**src/rtl/m92_pkg.sv**
```systemverilog
// Shared types and constants for the M92 main-CPU bus sequencing logic.
package m92_pkg;

  typedef enum logic [1:0] {
    IDLE,
    SDR_WAIT,
    PAUSED,
    RESYNC
  } cpu_bus_state_t;

  localparam int CPU_CE_DIV = 4;

endpackage

```
**src/rtl/m92_cpu_bus_ctrl.sv**
```systemverilog
// V30 bus sequencer: CPU clock enables, strobe stretching, single-outstanding SDRAM
// channel and raster-locked pause/resume. Handshake: sdr_req is a 1-cycle pulse, sdr_rdy a 1-cycle completion.
module m92_cpu_bus_ctrl
  import m92_pkg::*;
#(
  parameter int CE_DIV = CPU_CE_DIV,
  parameter int H_W    = 10,
  parameter int V_W    = 9
) (
  input  logic           clk_sys,
  input  logic           reset_n,
  input  logic           bus_read,
  input  logic           bus_write,
  input  logic [1:0]     bus_be,
  input  logic [19:0]    bus_addr,
  input  logic [15:0]    bus_dout,
  input  logic           ram_rom_memrq,
  input  logic           pf_vram_memrq,
  input  logic [24:0]    region_addr,
  input  logic           region_writable,
  input  logic           ext_busy,
  input  logic           pause_rq,
  input  logic [H_W-1:0] h,
  input  logic [V_W-1:0] v,
  output logic           mem_read,
  output logic           mem_write,
  output logic           ce_cpu,
  output logic           ce_4x_cpu,
  output logic           paused,
  output logic [24:0]    sdr_addr,
  output logic [15:0]    sdr_din,
  output logic [1:0]     sdr_wr_sel,
  output logic           sdr_req,
  input  logic           sdr_rdy,
  input  logic [15:0]    sdr_dout,
  output logic [15:0]    rom_data
);

  localparam int CNT_W = (CE_DIV > 1) ? $clog2(CE_DIV) : 1;
  localparam logic [CNT_W-1:0] CNT_LAST = CNT_W'(CE_DIV - 1);

  cpu_bus_state_t r_state;
  cpu_bus_state_t w_state_nxt;

  logic             r_read_d1;
  logic             r_write_d1;
  logic [CNT_W-1:0] r_ce_cnt;
  logic [H_W-1:0]   r_ph;
  logic [V_W-1:0]   r_pv;
  logic [24:0]      r_sdr_addr;
  logic [15:0]      r_sdr_din;
  logic [1:0]       r_sdr_wr_sel;
  logic             r_sdr_req;
  logic [15:0]      r_rom_data;

  logic w_new_rd;
  logic w_new_wr;
  logic w_new_acc;
  logic w_pause_go;
  logic w_ce_4x;
  logic w_unused;

  // Only the byte-lane bit of the CPU address matters here; translation happens upstream.
  assign w_unused = ^bus_addr[19:1];

  assign w_new_rd   = bus_read & ~r_read_d1;
  assign w_new_wr   = bus_write & ~r_write_d1;
  assign w_new_acc  = (r_state == IDLE) & ram_rom_memrq & (w_new_rd | w_new_wr);

  assign mem_read   = bus_read | r_read_d1;
  assign mem_write  = bus_write | r_write_d1;
  assign w_pause_go = pause_rq & ~mem_read & ~mem_write & ~w_new_acc;

  assign paused     = (r_state == PAUSED) | (r_state == RESYNC);

  // A memory-mapped access in flight holds the CPU until the target has had a chance to stall it.
  assign w_ce_4x = reset_n & (r_state == IDLE) & ~paused & ~ext_busy &
                   ~((ram_rom_memrq | pf_vram_memrq) & (mem_read | mem_write));

  assign ce_4x_cpu  = w_ce_4x;
  assign ce_cpu     = w_ce_4x & (r_ce_cnt == CNT_LAST);

  assign sdr_addr   = r_sdr_addr;
  assign sdr_din    = r_sdr_din;
  assign sdr_wr_sel = r_sdr_wr_sel;
  assign sdr_req    = r_sdr_req;
  assign rom_data   = r_rom_data;

  always_ff @(posedge clk_sys) begin
    if (!reset_n) begin
      r_state <= IDLE;
    end else begin
      r_state <= w_state_nxt;
    end
  end

  always_comb begin
    w_state_nxt = r_state;
    case (r_state)
      IDLE: begin
        if (w_new_acc) begin
          w_state_nxt = SDR_WAIT;
        end else if (w_pause_go) begin
          w_state_nxt = PAUSED;
        end
      end
      SDR_WAIT: begin
        if (sdr_rdy) begin
          w_state_nxt = IDLE;
        end
      end
      PAUSED: begin
        if (!pause_rq) begin
          w_state_nxt = RESYNC;
        end
      end
      RESYNC: begin
        if ((h == r_ph) && (v == r_pv)) begin
          w_state_nxt = IDLE;
        end
      end
      default: w_state_nxt = IDLE;
    endcase
  end

  always_ff @(posedge clk_sys) begin
    if (!reset_n) begin
      r_read_d1    <= 1'b0;
      r_write_d1   <= 1'b0;
      r_ce_cnt     <= '0;
      r_ph         <= '0;
      r_pv         <= '0;
      r_sdr_addr   <= '0;
      r_sdr_din    <= '0;
      r_sdr_wr_sel <= 2'b00;
      r_sdr_req    <= 1'b0;
      r_rom_data   <= '0;
    end else begin
      r_read_d1  <= bus_read;
      r_write_d1 <= bus_write;
      r_sdr_req  <= w_new_acc;

      if (w_new_acc) begin
        r_sdr_addr <= region_addr;
        // Odd byte writes move the low data byte onto the high SDRAM lane.
        if (w_new_wr && region_writable) begin
          r_sdr_wr_sel <= bus_addr[0] ? {bus_be[0], 1'b0} : bus_be;
          r_sdr_din    <= bus_addr[0] ? {bus_dout[7:0], 8'h00} : bus_dout;
        end else begin
          r_sdr_wr_sel <= 2'b00;
        end
      end

      if ((r_state == SDR_WAIT) && sdr_rdy) begin
        r_rom_data <= sdr_dout;
      end

      if (w_ce_4x) begin
        r_ce_cnt <= (r_ce_cnt == CNT_LAST) ? '0 : r_ce_cnt + CNT_W'(1);
      end

      if ((r_state == IDLE) && w_pause_go) begin
        r_ph <= h;
        r_pv <= v;
      end
    end
  end

endmodule

```
**config.mk**
```make
export PLATFORM = sky130hd
export DESIGN_NAME = m92_cpu_bus_ctrl
export DESIGN_NICKNAME = d
export VERILOG_FILES = /design/src/rtl/m92_pkg.sv /design/src/rtl/m92_cpu_bus_ctrl.sv
export SDC_FILE = /design/constraint.sdc
export NUM_CORES = 1
export LEC_CHECK = 0
export ABC_AREA = 1
export BUFFER_PORTS_ARGS = -buffer_cell sky130_fd_sc_hd__buf_2
export CAP_MARGIN = 10
export CORE_AREA = 5 5 107 109
export DETAILED_ROUTE_END_ITERATION = 10
export DIE_AREA = 0 0 112 114
export MAX_ROUTING_LAYER = met4
export PLACE_DENSITY = 0.66
export SYNTH_ARGS = -nofsm -noshare
export SYNTH_HDL_FRONTEND = slang
export SYNTH_SLANG_ARGS = --single-unit
```
**constraint.sdc**
```tcl
create_clock -name clk_sys -period 2.1 [get_ports clk_sys]
set_clock_uncertainty 0.2 [all_clocks]
set_input_delay 0.105 -clock clk_sys [delete_from_list [all_inputs] [get_ports clk_sys]]
set_output_delay 0.105 -clock clk_sys [all_outputs]
set_load 0.02 [all_outputs]
```
==> impl_metrics.toml <==
[timing]
min_period_ns = 1.88
worstMarginPinSlew_ns = 0.523
drv_slew = 0
setup_violations = 0
rsz0062_at_grt = "false"
fmax_ghz = 0.531
post-route-period-util = 0.896
finalHoldViolations = 1
whs_ns = -0.00188
setup_tns_ns = 0
slew_headroom = 0.649

[layout]
layout.nets = 833
fillerInstances = 972
fin_util = 0.522
syn_to_final_growth_pct = 54.0
drive_gt1_frac = 0.261

[setup_path]
crit_path_end_kind = "flop"
critical_path_class = "primary input to flop"
worstPathArrival_ns = 1.95
path_max_fanout = 5
start_kind = "primary input"
critPathRequiredTime_ns = 2.17

[floorplanning]
die_h_um = 114
io_pins = 173
dieArea_um2 = 12800
coreArea_um2 = 10500
start_util = 0.339
row_count = 38
fp.dieW_um = 112

[global_route]
track_usage = 0.177
overflow = 0
grt_pass1_vias = 3966
antenna_found_initial = 0
grt_max_degree = 33
grt_pass1_wl_um = 18100

[outcome]
status = "finished with violations"
violations = "negative hold slack"

[synthesis]
synth_warnings = 0
syn-num-nets = 602
synth_top_area_frac = 0.478
synth-seq-cells = 85
synthCells = 493
yosysTopAreaCell = "dfxtp_1"
synth_area_um2 = 3560
netlist_top_cells_area = "dfxtp_1 (48%), o21ai_0 (9.3%), nand2_1 (9.2%)"
postSynthAreaPerCell_um2 = 7.22
ys_seq_area_frac = 0.478
synth_cell_type_count = 30

[power]
vdd_drop_max_uv = 391
total_power_mw = 4.42
power.leakage_nw = 2.70
power_density_nw_per_um2 = 807

[detailed_routing]
wl_um = 11000
met2_length_um = 5540
wire_per_inst_um = 12.7
drc = 0
wl_met1_um = 4690
drt_iter0_markers = 240
drt_pass1_iterations = 5
wl_met3_um = 533
final_antenna_net_count = 0
num_vias = 3974
highest_layer = "met4"
viasPerCell = 4.57

[cts]
tritoncts = "done"
cts.sinks = 85
cts_buffer_depth = 2
cts_root_buf = "clkbuf_8"
clkTransAtPathRegs_ns = 0.08
htree_levels = 3
numCtsBuffers = 9
clk_latency_ns = 0.35

[placed_design]
gp_routability_congestion = 0.746
dpl.hpwl_um = 7090
port_buffers = 153

[run]
drv_cap = 0

[worst_hold_path]
hp-class = "primary input to flop"
[placed cells by master, fill, tap and decap left out, drive strengths merged, types with 2 or more instances in the layout]
cell type | netlist | final
a21oi | 40 | 40
a31oi | 8 | 8
buf | 9 | 159
clkbuf | 15 | 11
clkinv | 2 | 5
dfxtp | 85 | 85
dlygate4sd3 | 0 | 85
inv | 61 | 61
nand2 | 90 | 90
nand3 | 17 | 17
nand4 | 2 | 2
nor2 | 84 | 84
o21ai | 70 | 70
xnor2 | 5 | 5
[cells in the mapped netlist]
cell type	number
o21ai_1	1
buf_8	1
clkinv_1	1
o21ai_2	3
nand4_1	2
nand3_1	16
nand3b_1	1
buf_6	1
xnor2_1	5
nand2_2	1
a21oi_1	40
dfxtp_1	85
clkinv_4	1
ha_1	1
nand2_1	87
nand2_4	2
inv_1	59
nor2_1	82
inv_2	2
o22ai_1	1
a31oi_2	2
nor2_8	1
clkbuf_1	15
nor3_1	1
o31ai_1	1
buf_2	7
nor2_2	1
nand3_2	1
o21ai_0	66
a31oi_1	6
[path summary, 6_finish.rpt]
| path | from | endpoint | slack, ns | cells after the start |
|---|---|---|---|---|
| min reg2reg | rom_data[4]$_SDFFE_PN0P_ | rom_data[4]$_SDFFE_PN0P_ | 0.25 | 2 |
| max | bus_read | r_ce_cnt[0]$_SDFFE_PN0P_ | 0.22 | 8 |
| min | ram_rom_memrq | r_ce_cnt[1]$_SDFFE_PN0P_ | -0.002 | 5 |
| max reg2reg | r_state[0]$_SDFFE_PN0P_ | r_ce_cnt[0]$_SDFFE_PN0P_ | 0.23 | 6 |
[where the power goes]
group | switching, mW | internal (mW)
Sequential | 0.124 | 1.84
Clock | 0.567 | 0.575
Combinational | 0.813 | 0.507
[timing repair]
| item | CTS | global route |
|---|---|---|
| buffers inserted | 0 | 0 |
| gates resized for setup | 0 | 3 |
| endpoints found under the hold margin | 82 | 1 |
| setup endpoints to repair | 0 | 1 |
| hold buffers | 84 | 1 |
[stage by stage]
| stage | cell area (um^2) | cells | setup slack, ns |
|---|---|---|---|
| floorplan | 3560 | 493 | 0.635 |
| global placement | 4430 | 768 | 0.545 |
| detailed placement | 4430 | 768 | 0.479 |
| CTS | 5460 | 867 | 0.129 |
| global route | 5480 | 868 | 0.0227 |
| finish | 5480 | 869 | 0.218 |
[cell type report]
type	instances	area, um^2	share of cell area
Antenna cell	1	2.50	0.000457
Clock buffer	11	141	0.0258
Clock inverter	4	48.8	0.00890
Inverter	63	241	0.0441
Multi-Input combinational cell	321	1510	0.275
Sequential cell	85	1700	0.311
Tap cell	140	175	0.0320
Timing Repair Buffer	244	1660	0.303
[critical path, stage by stage]
cell,delay (ns)
dlygate4sd3_1,0.54
buf_2,0.14
nor2_1,0.14
inv_1,0.08
o22ai_2,0.11
nand2_2,0.10
dlygate4sd3_1,0.57
o31ai_1,0.17
[layer usage]
metal,track usage,vias up
li1,-,2022
met2,0.308,120
met1,0.195,1809
met4,0.0745,0
met3,0.0435,23
met5,-,-
[kinds of logic after synthesis]
family | synth area share
DFF | 0.478
and+or+nand+nor | 0.226
buffers and inverters | 0.101
adders and majority gates | 0.00351
AOI/OAI and AO/OA | 0.179
xor gates and xnor gates | 0.0123
[sequential cells by signal, indices dropped and copies added (netlist names)]
register / cells
r_write_d1: 1
r_state: 2
sdr_din: 16
r_ph: 10
r_pv: 9
sdr_req: 1
sdr_wr_sel: 2
r_read_d1: 1
rom_data: 16
r_ce_cnt: 2
sdr_addr: 25
No activity file was read; power rests on OpenSTA's default activity.
